`config.mk`:
```
export PLATFORM = sky130hd
export DESIGN_NAME = mem_seq_writer_flat
export DESIGN_NICKNAME = d
export VERILOG_FILES = /design/src/rtl/mem_seq_writer_if.sv /design/src/rtl/mem_seq_writer.sv /design/src/flat_wrapper.sv
export SDC_FILE = /design/constraint.sdc
export NUM_CORES = 1
export LEC_CHECK = 0
export CORE_ASPECT_RATIO = 0.6
export CORE_MARGIN = 3
export CORE_UTILIZATION = 30
export CTS_CLUSTER_DIAMETER = 120
export DETAILED_ROUTE_END_ITERATION = 10
export GPL_ROUTABILITY_DRIVEN = 1
export PLACE_DENSITY = 0.54
export SLEW_MARGIN = 20
export SYNTH_ARGS = -nofsm -noshare
export SYNTH_HDL_FRONTEND = slang
export SYNTH_SLANG_ARGS = --single-unit
```
`constraint.sdc`:
```
create_clock -name clk -period 2.95 [get_ports clk]
set_input_delay 0.295 -clock clk [delete_from_list [all_inputs] [get_ports clk]]
set_output_delay 0.295 -clock clk [all_outputs]
set_load 0.02 [all_outputs]
```
`src/rtl/mem_seq_writer_if.sv`:
```
// Bus bundle for mem_seq_writer: start/valid/ready byte stream in,
// fill-progress status out, and an independent read port.
interface mem_seq_writer_if #(
    parameter int DATA_W = 8,
    parameter int ADDR_W = 3
);
    logic              start;
    logic              in_valid;
    logic [DATA_W-1:0] in_data;
    logic              in_ready;
    logic [ADDR_W-1:0] wr_addr;
    logic [ADDR_W:0]   count;
    logic              full;
    logic              done;
    logic [ADDR_W-1:0] rd_addr;
    logic [DATA_W-1:0] rd_data;

    // Writer side
    modport slave (
        input  start, in_valid, in_data, rd_addr,
        output in_ready, wr_addr, count, full, done, rd_data
    );

    // Source / reader side
    modport master (
        output start, in_valid, in_data, rd_addr,
        input  in_ready, wr_addr, count, full, done, rd_data
    );
endinterface

```
`src/rtl/mem_seq_writer.sv`:
```
// Sequential writer: after a start pulse, fills DEPTH register words from a
// valid/ready byte stream at auto-incrementing addresses, then reports
// full/done. A combinational read port exposes any word at any time.
module mem_seq_writer #(
    parameter int DATA_W = 8,
    parameter int DEPTH  = 8,
    parameter int ADDR_W = 3
) (
    input  logic          clk,
    input  logic          rst,
    mem_seq_writer_if.slave bus
);
    typedef enum logic [1:0] {
        S_IDLE = 2'd0,
        S_FILL = 2'd1,
        S_FULL = 2'd2
    } state_t;

    localparam logic [ADDR_W:0]   COUNT_LAST = (ADDR_W+1)'(DEPTH - 1);
    localparam logic [ADDR_W:0]   COUNT_ONE  = (ADDR_W+1)'(1);
    localparam logic [ADDR_W-1:0] ADDR_ONE   = ADDR_W'(1);

    state_t            state_q, state_d;
    logic [ADDR_W-1:0] wr_addr_q, wr_addr_d;
    logic [ADDR_W:0]   count_q, count_d;
    logic              done_q, done_d;
    logic              accept;
    logic [DATA_W-1:0] mem_words [DEPTH];

    // in_ready is a pure state decode, so accept never loops back into in_ready.
    assign accept = (state_q == S_FILL) && bus.in_valid;

    // Next-state and pointer/counter updates for the fill sequencer.
    always_comb begin
        state_d   = state_q;
        wr_addr_d = wr_addr_q;
        count_d   = count_q;
        done_d    = 1'b0;
        case (state_q)
            S_IDLE: begin
                if (bus.start) begin
                    state_d   = S_FILL;
                    wr_addr_d = '0;
                    count_d   = '0;
                end
            end
            S_FILL: begin
                // start is deliberately ignored here, even on the final beat.
                if (accept) begin
                    if (count_q == COUNT_LAST) begin
                        state_d   = S_FULL;
                        wr_addr_d = '0;
                        count_d   = count_q + COUNT_ONE;
                        done_d    = 1'b1;
                    end else begin
                        wr_addr_d = wr_addr_q + ADDR_ONE;
                        count_d   = count_q + COUNT_ONE;
                    end
                end
            end
            S_FULL: begin
                // Old contents stay in place until the new pass overwrites them.
                if (bus.start) begin
                    state_d   = S_FILL;
                    wr_addr_d = '0;
                    count_d   = '0;
                end
            end
            default: begin
                state_d   = S_IDLE;
                wr_addr_d = '0;
                count_d   = '0;
            end
        endcase
    end

    // Sequencer state registers; reset takes effect without a clock edge.
    always_ff @(posedge clk or posedge rst) begin
        if (rst) begin
            state_q   <= S_IDLE;
            wr_addr_q <= '0;
            count_q   <= '0;
            done_q    <= 1'b0;
        end else begin
            state_q   <= state_d;
            wr_addr_q <= wr_addr_d;
            count_q   <= count_d;
            done_q    <= done_d;
        end
    end

    // One register word per location; async clear is why this is not block RAM.
    generate
        for (genvar gi = 0; gi < DEPTH; gi++) begin : g_word
            logic [DATA_W-1:0] word_q, word_d;

            // Load the word only when the accepted beat targets this address.
            always_comb begin
                word_d = word_q;
                if (accept && (wr_addr_q == ADDR_W'(gi))) begin
                    word_d = bus.in_data;
                end
            end

            // Word storage, cleared asynchronously with the sequencer.
            always_ff @(posedge clk or posedge rst) begin
                if (rst) begin
                    word_q <= '0;
                end else begin
                    word_q <= word_d;
                end
            end

            assign mem_words[gi] = word_q;
        end
    endgenerate

    assign bus.in_ready = (state_q == S_FILL);
    assign bus.full     = (state_q == S_FULL);
    assign bus.done     = done_q;
    assign bus.wr_addr  = wr_addr_q;
    assign bus.count    = count_q;
    // DEPTH equals 2**ADDR_W, so every rd_addr value is a valid index.
    assign bus.rd_data  = mem_words[bus.rd_addr];

endmodule

```
`src/flat_wrapper.sv`:
```
// flat-port wrapper written by rule: the top's interface ports become plain ports
module mem_seq_writer_flat 
#(
    parameter int DATA_W = 8,
    parameter int DEPTH  = 8,
    parameter int ADDR_W = 3
)
  (clk, rst, bus_start, bus_in_valid, bus_in_data, bus_rd_addr, bus_in_ready, bus_wr_addr, bus_count, bus_full, bus_done, bus_rd_data);
  mem_seq_writer_if #(.DATA_W(DATA_W), .ADDR_W(ADDR_W)) bus_i ();
  input  logic clk;
  input  logic rst;
  input wire logic [$bits(bus_i.start)-1:0] bus_start;
  input wire logic [$bits(bus_i.in_valid)-1:0] bus_in_valid;
  input wire logic [$bits(bus_i.in_data)-1:0] bus_in_data;
  input wire logic [$bits(bus_i.rd_addr)-1:0] bus_rd_addr;
  output wire logic [$bits(bus_i.in_ready)-1:0] bus_in_ready;
  output wire logic [$bits(bus_i.wr_addr)-1:0] bus_wr_addr;
  output wire logic [$bits(bus_i.count)-1:0] bus_count;
  output wire logic [$bits(bus_i.full)-1:0] bus_full;
  output wire logic [$bits(bus_i.done)-1:0] bus_done;
  output wire logic [$bits(bus_i.rd_data)-1:0] bus_rd_data;
  assign bus_i.start = bus_start;
  assign bus_i.in_valid = bus_in_valid;
  assign bus_i.in_data = bus_in_data;
  assign bus_i.rd_addr = bus_rd_addr;
  assign bus_in_ready = bus_i.in_ready;
  assign bus_wr_addr = bus_i.wr_addr;
  assign bus_count = bus_i.count;
  assign bus_full = bus_i.full;
  assign bus_done = bus_i.done;
  assign bus_rd_data = bus_i.rd_data;
  mem_seq_writer #(.DATA_W(DATA_W), .DEPTH(DEPTH), .ADDR_W(ADDR_W)) u_core (.clk(clk), .rst(rst), .bus(bus_i));
endmodule
```
==> results <==
- Counting distinct cell types in the post-synthesis netlist gives 36.
- After detailed routing, the average wire length per cell comes to 17.65 um.
- In this run the power density over the cells is 1031 nW/um^2.
- The capture instance of the worst register-to-register path is u_core.g_word[3].word_q[3]$_DFFE_PP0P_.
- Counting flops with a built-in enable in the synthesized netlist gives 0.
- The reported net switching power is 1313 uW.
- The number of vias per cell is 4.767.
- The post-CTS repair timing setup buffer count is 0.
- The vias after detailed routing is 2007.
- STA classifies the critical path endpoint as an output port.
- In the finished design, the share of the clock period the worst path needs comes to between 90% and 100%.
- Once detailed placement completed, the half-perimeter wirelength came to 4.983 mm.
- The area of the die is 13070 sq um.
- For this run, the number of Yosys warnings is 0.
- Summed over all layers, the routed wires come to 7.432 mm.
- The worst setup path startpoint is bus_rd_addr[0].
- The net count of the finished layout is approximately 280.
- Once detail routing completed, the nets flagged for antenna violations numbered 0.
- The multi-input combinational cells in the finished layout cover a total of 1578 sq um.
- The final sum of negative setup slack is 0 ns.
- The clock reaches the later pin of the worst-skew pair after 0.33 ns.
- The synthesized area per cell is ~16 sq um.
- The number of cells upsized or downsized after cts is 0.
- The count of max-cap constraint violations is 0.
- By count the netlist is led by 74 x dfrtp_1, 67 x mux2_2, 10 x mux4_1.
- In this run, synthesis produced a sequential element count of 74.
- The largest total area in the synthesized netlist belongs to dfrtp_1.
- The area growth from synthesis to layout is 23.90%.
- Clock skew on the completed layout was measured at 0.005230 ns.
- The initial utilization of the core area, before any placement, comes to 32.01%.
- The switching power share of the total is just under 30%.
- In the synthesized netlist the dominant register cell turns out to be dfrtp_1.
- The final weighted congestion in routability-driven placement is 0.7214.
- The clock network is responsible for around a quarter of the overall power.
- The via count of the first global-routing pass is 2193.
- Combinational logic is responsible for 34.5% of the overall power.
- The total placed instance area is 4025 sq um.
- Synthesis produced 220 cells.
- In this run the horizontal extent of the chip is 145.6 um.
- For this run the aggregate overflow at the end of global routing stands at 0.
- The critical path in this run is classified as input pin to output port.
- The clock passes through at most 2 buffers.
- The sequential-to-total area share from yosys stat is approximately 53%.
- In this run the tightest slew margin relative to its limit is 67.79%.
- The synthesized design devotes to its leading area cell type 52.80% of total area.
- The fraction of synthesis flops using an asynchronous set or reset pin is 100.0%.
- Of all nets on the critical path, the largest fanout is 16.
- The number of iterations in the first detailed-routing pass is 6.
- The floorplan core area is 10960 sq um.
- Setup violations remaining at the end of the flow were counted as 0.
- For this run, design rule violations remaining after detail routing come to 0.
- In this run the worst hold path is classified as input pin to asynchronous set/reset pin.
- TritonCTS built the clock tree.
- In this run, the number of DRC markers left after iteration 0 of detailed routing was 73.
- Entering global routing, the biggest net connects 64 pins.
- The peak clock frequency supported by timing is 371.8 MHz.
- The number of antenna violations at the first check in global routing is 0.
- The first global-routing pass estimated about 12 mm of wire.
- The leakage power figure is approximately 0.0019 uW.
- Buffers inserted during clock tree synthesis total 9.
- The antenna diode count is 0.
- The total of fill cells in the finished design is approximately 1000.
- In this run, post-CTS hold repair placed 0 buffers.
- For the pin with the worst max-slew slack, the measured transition is slightly below 0.5 ns.
- The combined area of all synthesized cells is 3507 sq um.
- The depth of the CTS H-tree is 3.
- The number of max-slew violations in the final report came to 0.
- The number of nets in the synthesized netlist is about 240.
- In this run the critical register-to-register path is launched from u_core.state_q[1]$_DFFE_PP0P_.
- The most used standard cell by instance count after synthesis is dfrtp_1.
- The final hold violation count is 0.
- The final design area excluding fillers is approximately 4300 sq um.
- Setup repair after global routing left no endpoint under its margin.
- The number of cells on the worst reg-to-reg path is 3.
- Cells with a size suffix above 1 make up 39.10% of the layout.
- The setup check on the worst reg-to-reg path leaves a slack of approximately 1.1 ns.
- After layout, the minimum clock period comes to between 2 and 3 ns.
- The number of input and output port buffers inserted is 32.
- The data arrival at the endpoint of the critical path is around 2.4 ns.
- Clock-pin slew was measured on the worst setup and hold paths at approximately 0.06 ns.
- The total number of clock tree sinks is 74.
- The buffer cell driving the clock tree root is clkbuf_16.
- Yosys attributes the largest share of cell area to dfrtp_1 53%, mux2_2 22%, mux4_1 7.5%, mux4_2 3.9%, ha_1 2.5%.
- The maximum resistive drop on vdd is just over 0.4 mV.
- The number of primary I/O pins is 33.
- Global routing used between 10% and 20% of the available tracks.
- The part of the power in registers is 39.6%.
- The overall die height is approximately 90 um.
- The run finished with clean final reports.
- STA classifies the critical path startpoint as an input pin.
- For the worst setup path, the data required time is 2.65 ns.
- The row count is 29.
- Cell internal power was estimated by the tool at between 3000 and 4000 uW.
- The flip-flop and latch area is 1852 sq um.
[worst max path at each step]
| stage | end | depth (start not counted) | slack (ns) |
|---|---|---|---|
| floorplan | u_core.bus.count[0]$_DFFE_PP0P_ | 1 | 0.77 |
| global placement | bus_rd_data[6] | 5 | 0.27 |
| detailed placement | bus_rd_data[6] | 5 | 0.24 |
| CTS | bus_rd_data[6] | 5 | 0.24 |
| global route | bus_rd_data[2] | 5 | 0.20 |
| finish | bus_rd_data[6] | 5 | 0.26 |
[layout make-up]
type | instances | area share (%)
Inverter | 7 | 0.6047
Tap cell | 155 | 4.463
Clock inverter | 5 | 1.785
Multi-Input combinational cell | 133 | 36.31
Clock buffer | 11 | 5.586
Timing Repair Buffer | 36 | 8.638
Sequential cell | 74 | 42.61
[stage by stage]
stage	cells	worst slack (ns)	power [uW]	hold slack, ns	util (%)
floorplan	220	0.7734	2836	0.4218	-
global placement	405	0.2662	3322	0.4763	36.73
detailed placement	405	0.2442	3358	0.4804	36.73
CTS	421	0.2443	4544	0.2233	39.66
global route	421	0.2002	4789	0.2352	39.66
finish	421	0.2600	4482	0.2243	39.66
[power groups by stage]
stage          combinational (uW)  sequential [uW]  clock (uW)
3_5_place_dp                 1570             1790           0
6_report                     1550             1770        1160
5_1_grt                      1700             1850        1240
2_1_floorplan                1080             1760           0
4_1_cts                      1570             1780        1190
3_3_place_gp                 1540             1790           0
[registers in the layout, summed over array words and instances (netlist names)]
register / flops
u_core.bus.count: 4
u_core.bus.done: 1
u_core.bus.wr_addr: 3
u_core.g_word.word_q: 64
u_core.state_q: 2
[worst max-delay path, cell delays in order]
cell	delay [ns]
clkdlybuf4s50_1	0.50
buf_12	0.19
mux4_1	0.57
mux2_2	0.29
clkdlybuf4s50_1	0.54
[routing by layer]
layer  track usage (%)  part of all wire, %
met3             4.070                  3.4
met1             18.57                   54
met4             3.791                  1.2
met2             17.01                   42
met5                 0                    0
[placed cells by master, fill, tap and decap left out, drive strengths merged, types with 2 or more instances in the layout]
cell | synthesis | layout
dfrtp | 74 | 74
mux2 | 72 | 72
clkdlybuf4s50 | 0 | 32
mux4 | 16 | 16
clkbuf | 1 | 11
nand2 | 9 | 9
ha | 7 | 7
inv | 7 | 7
o21ai | 4 | 4
nand3 | 4 | 4
buf | 5 | 4
nor2 | 3 | 3
and2b | 2 | 2
o22ai | 2 | 2
bufinv | 0 | 2
clkinv | 0 | 2
[cells by family (layout without fill, tap and decap cells)]
logic type	count (synthesis)	count (layout)	synth area share [%]
xor+xnor	1	1	0.2498
buf+inv	13	59	2.212
fa+ha+maj	7	7	2.497
mux	88	88	34.46
compound gates	11	11	1.998
flops	74	74	52.80
simple gates	26	26	5.779
Note: power is estimated with default switching activity, not from simulation.
